$ cat src/rtl/spi_rx.sv
// spi_rx: passive SPI receive monitor for the protocol-trigger path.
// Pins SS_n/SCLK/MOSI are asynchronous to clk and are synchronized here.
// Each 8- or 16-bit frame is deserialized MSB first. A good frame pulses rdy
// (and SPItrig on a masked match). A frame with a wrong bit count pulses err.
module spi_rx (
   input  logic        clk,
   input  logic        rst_n,
   input  logic        SS_n,
   input  logic        SCLK,
   input  logic        MOSI,
   input  logic        edg,
   input  logic        width8,
   input  logic [15:0] match,
   input  logic [15:0] mask,
   output logic [15:0] rx_data,
   output logic        rdy,
   output logic        err,
   output logic        SPItrig
);

   typedef enum logic [0:0] {
      IDLE = 1'b0,
      RX   = 1'b1
   } state_t;

   state_t      state;
   logic        ss_ff1, ss_ff2;
   logic        sclk_ff1, sclk_ff2, sclk_ff3;
   logic        mosi_ff1, mosi_ff2;
   logic [15:0] shft;
   logic [4:0]  cnt;
   logic        strobe;
   logic        len_ok;
   logic [15:0] word;

   // Two-flop synchronizers; SCLK gets a third flop for edge detection.
   always_ff @(posedge clk or negedge rst_n) begin
      if (!rst_n) begin
         ss_ff1   <= 1'b1;
         ss_ff2   <= 1'b1;
         sclk_ff1 <= 1'b0;
         sclk_ff2 <= 1'b0;
         sclk_ff3 <= 1'b0;
         mosi_ff1 <= 1'b0;
         mosi_ff2 <= 1'b0;
      end else begin
         ss_ff1   <= SS_n;
         ss_ff2   <= ss_ff1;
         sclk_ff1 <= SCLK;
         sclk_ff2 <= sclk_ff1;
         sclk_ff3 <= sclk_ff2;
         mosi_ff1 <= MOSI;
         mosi_ff2 <= mosi_ff1;
      end
   end

   // Sample strobe on the selected synchronized SCLK edge, plus frame checks.
   always_comb begin
      strobe = edg ? (sclk_ff2 & ~sclk_ff3) : (~sclk_ff2 & sclk_ff3);
      len_ok = width8 ? (cnt == 5'd8) : (cnt == 5'd16);
      word   = width8 ? {8'h00, shft[7:0]} : shft;
   end

   // Frame state machine with registered result pulses.
   always_ff @(posedge clk or negedge rst_n) begin
      if (!rst_n) begin
         state   <= IDLE;
         shft    <= '0;
         cnt     <= '0;
         rx_data <= '0;
         rdy     <= 1'b0;
         err     <= 1'b0;
         SPItrig <= 1'b0;
      end else begin
         rdy     <= 1'b0;
         err     <= 1'b0;
         SPItrig <= 1'b0;
         case (state)
            IDLE: begin
               cnt <= '0;
               if (!ss_ff2)
                  state <= RX;
            end
            RX: begin
               // Deselect takes priority over a coincident strobe so the
               // frame length is judged on edges seen while selected.
               if (ss_ff2) begin
                  state <= IDLE;
                  if (len_ok) begin
                     rx_data <= word;
                     rdy     <= 1'b1;
                     SPItrig <= (((word ^ match) & ~mask) == 16'h0000);
                  end else begin
                     err <= 1'b1;
                  end
               end else if (strobe) begin
                  shft <= {shft[14:0], mosi_ff2};
                  if (cnt != 5'd31)
                     cnt <= cnt + 5'd1;
               end
            end
            default: state <= IDLE;
         endcase
      end
   end

endmodule
$ cat config.mk
export PLATFORM = sky130hd
export DESIGN_NAME = spi_rx
export DESIGN_NICKNAME = d
export VERILOG_FILES = /design/src/rtl/spi_rx.sv
export SDC_FILE = /design/constraint.sdc
export NUM_CORES = 1
export LEC_CHECK = 0
export CAP_MARGIN = 25
export CORE_ASPECT_RATIO = 1.1
export CORE_MARGIN = 4
export CORE_UTILIZATION = 43
export DETAILED_ROUTE_END_ITERATION = 10
export PLACE_DENSITY_LB_ADDON = 0.08
export SYNTH_ARGS = -nofsm -noshare
export SYNTH_HDL_FRONTEND = slang
export SYNTH_SLANG_ARGS = --single-unit
$ cat constraint.sdc
create_clock -name clk -period 1.75 [get_ports clk]
set_input_delay 0.4375 -clock clk [delete_from_list [all_inputs] [get_ports clk]]
set_output_delay 0.4375 -clock clk [all_outputs]
set_load 0.1 [all_outputs]
**Yosys cells after proc, flatten, opt, wreduce, memory -nomap -nowiden**

Index checks and enable logic that the tools add are counted.

- Bits in registers: 48
- Input port bits: 39
- Output and inout port bits: 19
- Logic and storage cells: 51

- Add/sub/neg operators: 1
- Equal/unequal tests: 6
- Muxes and demuxes: 17
- Bitwise logic cells: 9
- Reductions and logical operators: 4

Operators with widths:

| cell | number |
|---|---|
| 16-bit bitwise AND | 1 |
| 16-bit logical NOT | 1 |
| 16-bit 2-to-1 mux | 1 |
| 16-bit inverter | 1 |
| 16-bit bitwise XOR | 1 |
| 5-bit 2-to-1 mux | 3 |
| 1-bit 2-to-1 mux | 12 |
| 5-bit case mux with 2 select lines | 1 |
| 3-bit AND reduction | 3 |
| 5-bit by 1-bit adder with 5-bit output, second input constant | 1 |
| 5-bit by 4-bit == test with 1-bit output, second input constant | 1 |
| 5-bit == test, second input constant | 1 |
| 5-bit != test, second input constant | 1 |
| 2-bit by 1-bit != test with 1-bit output, second input constant | 2 |
| 1-bit inverter | 4 |
| 1-bit bitwise AND | 2 |
| 2-bit != test, second input constant | 1 |

**Logic depth before layout (Yosys ltp)**

- Word-level depth: 7
- Gate-level depth with buffers: 8
- Gate-level depth less buffers: 8

**Worst setup path after synthesis**

No wires, ideal clock.

- Kind: reg-to-reg
- Start: register cnt[0]
- End: register rx_data[0]
- Library setup time: 0.125 ns
- Data arrival time: 1.634 ns
- Data required time: 1.625 ns
- Setup slack: -0.009 ns
- Stages on the path, launching flop included: 8
- Buffers on the path: 1
- Period minus slack after synthesis: 1.759 ns
- Path through: dfrtp_1 -> inv_1 -> ha_1 -> or2b_2 -> a21oi_2 -> nand3_4 -> buf_6 -> mux2_4

- Word-level cells in the longest chain between the ends: 3
- Elaborated cells between the ends (all ways): 4
- Those cells by class: 2 x eq/ne; 1 x mux; 1 x reduce/logical

RTL lines:

| what | RTL line | source |
|---|---|---|
| start, declared | 31 | `logic [4:0] cnt;` |
| start signal, assigned | 99 | `cnt <= cnt + 5'd1;` |
| 5-bit == test or 5-bit by 4-bit == test with 1-bit output (tied branches) | 60 | `len_ok = width8 ? (cnt == 5'd8) : (cnt == 5'd16);` |
| 1-bit 2-to-1 mux * | 60 |  |
| 3-bit AND reduction (no source line) * | -- |  |
| end signal, assigned | 90 | `rx_data <= word;` |
| end, declared | 15 | `output logic [15:0] rx_data,` |

Mark *: on every way between the ends. The rest lies on a longest branch, timed or not.
A chain may end at the register's enable or synchronous reset.

**Worst setup path in the final report**

- Start: register cnt[0]
- End: register rx_data[12]

Same word-level chain as after synthesis.

==> run_results.csv <==
group,metric,value,unit
route,drc,0,
grt,antenna_found_initial,0,
pwr,pwr-share-clk,28.0,%
pwr,p_leak,1.51,nW
timing,tightest_slew,0.440,ns
placement,placed_cells,272,
synthesis,avgSynthCellArea,14.2,um^2
clock_tree,clk_latency,0.29,ns
placement,dpl.hpwl,3.34,mm
timing,whs,0.0738,ns
clock_tree,clk_path_buf_depth,2,
route,wire_per_inst,15.1,um
finish,instances_no_fill,284,
route,firstDrtPassIters,3,
setup_path,r2r_cells,7,
pwr,power_density,663,nW/um^2
route,vias,1409,
timing,slew_violations,0,
setup_path,cp_max_fo,6,
setup_path,cpMaxStageDelayCell,"dfrtp_1",
clock_tree,cts_tree,"built",
setup_path,crit_arrival,1.93,ns
grt,grt_pass1_vias,1443,
route,post_drt_via_cell_ratio,4.96,
floorplanning,dieWidth,75.3,um
setup_path,required,1.93,ns
synthesis,synth_area_leaders,"dfrtp_1 (54%), mux2_2 (12%), xnor2_1 (7.8%), mux2_4 (6.3%), and2b_2 (3.3%)",
run_status,violations,"negative setup slack",
grt,grt_usage,14.2,%
clock_tree,clk_pin_slew,0.09,ns
setup_path,cp.depth,7,
finish,fill_cells,328,
floorplanning,coreArea,4720,um^2
setup_path,crit_family,"flip-flops",
placement,gp_congestion,0.718,
synthesis,syn-cell-area,2140,um^2
clock_tree,cts-root-buf,"clkbuf_8",
timing,hold_viol_final,0,
synthesis,yosysWarnings,0,
finish,area_delta_synth_final,52.5,%
finish,mostFrequentLayoutCells,"dfrtp_1 (46), clkdlybuf4s50_1 (36), mux2_2 (23)",
synthesis,yosysSeqAreaShare,56.2,%
synthesis,syn_nets,193,
floorplanning,start_util,45.4,%
clock_tree,htreeDepth,2,
worst_hold_path,hp-class,"in2async",
finish,reg_top3,"rx_data x16, shft x16, cnt x5",
grt,grt_overflow,0,
timing,min_period,1.76,ns
placement,post-place-ws,-0.478,ns
pwr,ir_worst_vdd,0.000588,V
finish,postLayoutCoreUtil,69.2,%
synthesis,postSynthCellCount,151,
setup_path,crit_type,"reg2reg",
route,drt-initial-drc-count,26,
timing,finalWorstSetupSlack,-0.00679,ns
finish,nets,270,
finish,drive_gt1_share,43.0,%
finish,final_common_cell,"dfrtp_1",
floorplanning,die_h,82.0,um
grt,grt_max_degree,32,
timing,fin_skew,0.00863,ns
clock_tree,cts_buffers,5,
setup_path,end_kind,"flop",
setup_path,crit_chain,"inv_2 -> ha_4 -> or2b_4 -> a21oi_4 -> nand3_4 -> buf_12 -> mux2_4",
synthesis,synth_largest_area_cell,"dfrtp_1",
setup_path,critPathLaunchType,"flop",
timing,rsz0062_at_grt,"yes",
pwr,p_sw_share,24.1,%
pwr,p_seq_share,57.4,%
pwr,p_int,1.64,mW
pwr,pwr-share-comb,14.6,%
timing,max_freq,0.569,GHz
floorplanning,ios,58,
route,routed_wirelength,4.29,mm
synthesis,ys_ff_latch,48,
timing,period_share,100,%
grt,grt_first_pass_wirelength,6.62,mm
run,maxCapViolCount,0,
clock_tree,clock_sinks,48,
clock_tree,ctsHoldBuffers,0,
setup_path,path_buf_inv,2,
route,ant_nets,0,
finish,n_antenna_cell,0,
floorplanning,dieArea,6180,um^2
timing,timing.slew.headroom,70.7,%
synthesis,ys_types,29,
run_status,status,"finished, violations left",
timing,setup_viol,4,
pwr,p_switching,0.522,mW
setup_path,critical_path.max_stage_delay,0.41,ns
floorplanning,rows,26,
synthesis,netlist.area_leader.share,53.7,%
placement,portBuffers,57,
[per-layer routing]
| layer | GRT usage [%] | part of all wire (%) | vias up |
|---|---|---|---|
| li1 | - | - | 680 |
| met5 | 0 | 0 | - |
| met3 | 3.18 | 5.9 | 9 |
| met1 | 16.6 | 40 | 681 |
| met4 | 5.24 | 1.7 | 0 |
| met2 | 25.1 | 52 | 39 |
[cells by family after synthesis]
family	share of synthesized area [%]
DFF	56.2
AOI/OAI and AO/OA	3.91
and+or+nand+nor	9.81
buffers and inverters	1.69
adders and majority gates	1.75
xor gates and xnor gates	7.77
muxes	18.9
[synth_stat cells]
master    number
xnor2_1       19
or3b_1         1
mux2_2        23
and2_1         3
and3_1         2
and3b_1        1
dfstp_2        2
o21a_1         1
mux2i_1        1
nand3b_1       1
o211ai_2       1
nor4_1         2
nand3_4        1
nor3b_1        1
o22ai_1        8
nand2_1        2
or2b_2         1
nand4_1        1
nor2b_1        2
mux2_4         9
dfrtp_1       46
and2b_2        8
ha_1           3
buf_6          1
a21oi_1        1
inv_1          4
buf_2          2
nor2_1         3
a21oi_2        1
[repair_timing]
action / 4_1_cts / 5_1_grt
pin swaps: 5 / 4
cloned: 1 / 0
setup buffers: 0 / 4
endpoints found under the setup margin: 18 / 21
resized for setup: 6 / 10
[path summary, 6_finish.rpt]
check	startpoint	to	slack (ns)
min in group clk	mosi_ff1$_DFF_PN0_	mosi_ff2$_DFF_PN0_	0.35
setup reg to reg	cnt[0]$_DFFE_PN0P_	rx_data[12]$_DFFE_PN0P_	-0.007
setup / recovery	cnt[0]$_DFFE_PN0P_	rx_data[12]$_DFFE_PN0P_	-0.007
hold / removal	rst_n	rx_data[9]$_DFFE_PN0P_	0.07
hold reg to reg	mosi_ff1$_DFF_PN0_	mosi_ff2$_DFF_PN0_	0.35
max in group asynchronous	rst_n	ss_ff1$_DFF_PN1_	1.10
[metrics by stage]
stage | power [mW] | TNS, ns | instance area (um^2)
floorplan | 1.39 | 0 | 2150
global placement | 1.55 | -9.41 | 3070
detailed placement | 1.57 | -10.16 | 3070
CTS | 2.19 | -0.0451 | 3190
global route | 2.27 | -0.901 | 3270
finish | 2.16 | -0.0151 | 3270
[layout make-up]
cell class              instances  area, um^2  area share (%)
flip-flops and latches         48        1200            36.9
well taps                      56        70.1            2.15
inverters                       4        15.0           0.460
clock buffers                   5        68.8            2.11
clock inverters                 2        12.5           0.383
repair buffers                 73         940            28.8
multi-input cells              96         956            29.3
[power by group through the flow]
stage	logic, mW	clock network [mW]	registers (mW)
global placement	0.298	0	1.26
global route	0.345	0.676	1.25
CTS	0.317	0.633	1.24
finish	0.317	0.605	1.24
detailed placement	0.313	0	1.26
floorplan	0.146	0	1.24
Note: power is estimated with default switching activity, not from simulation.
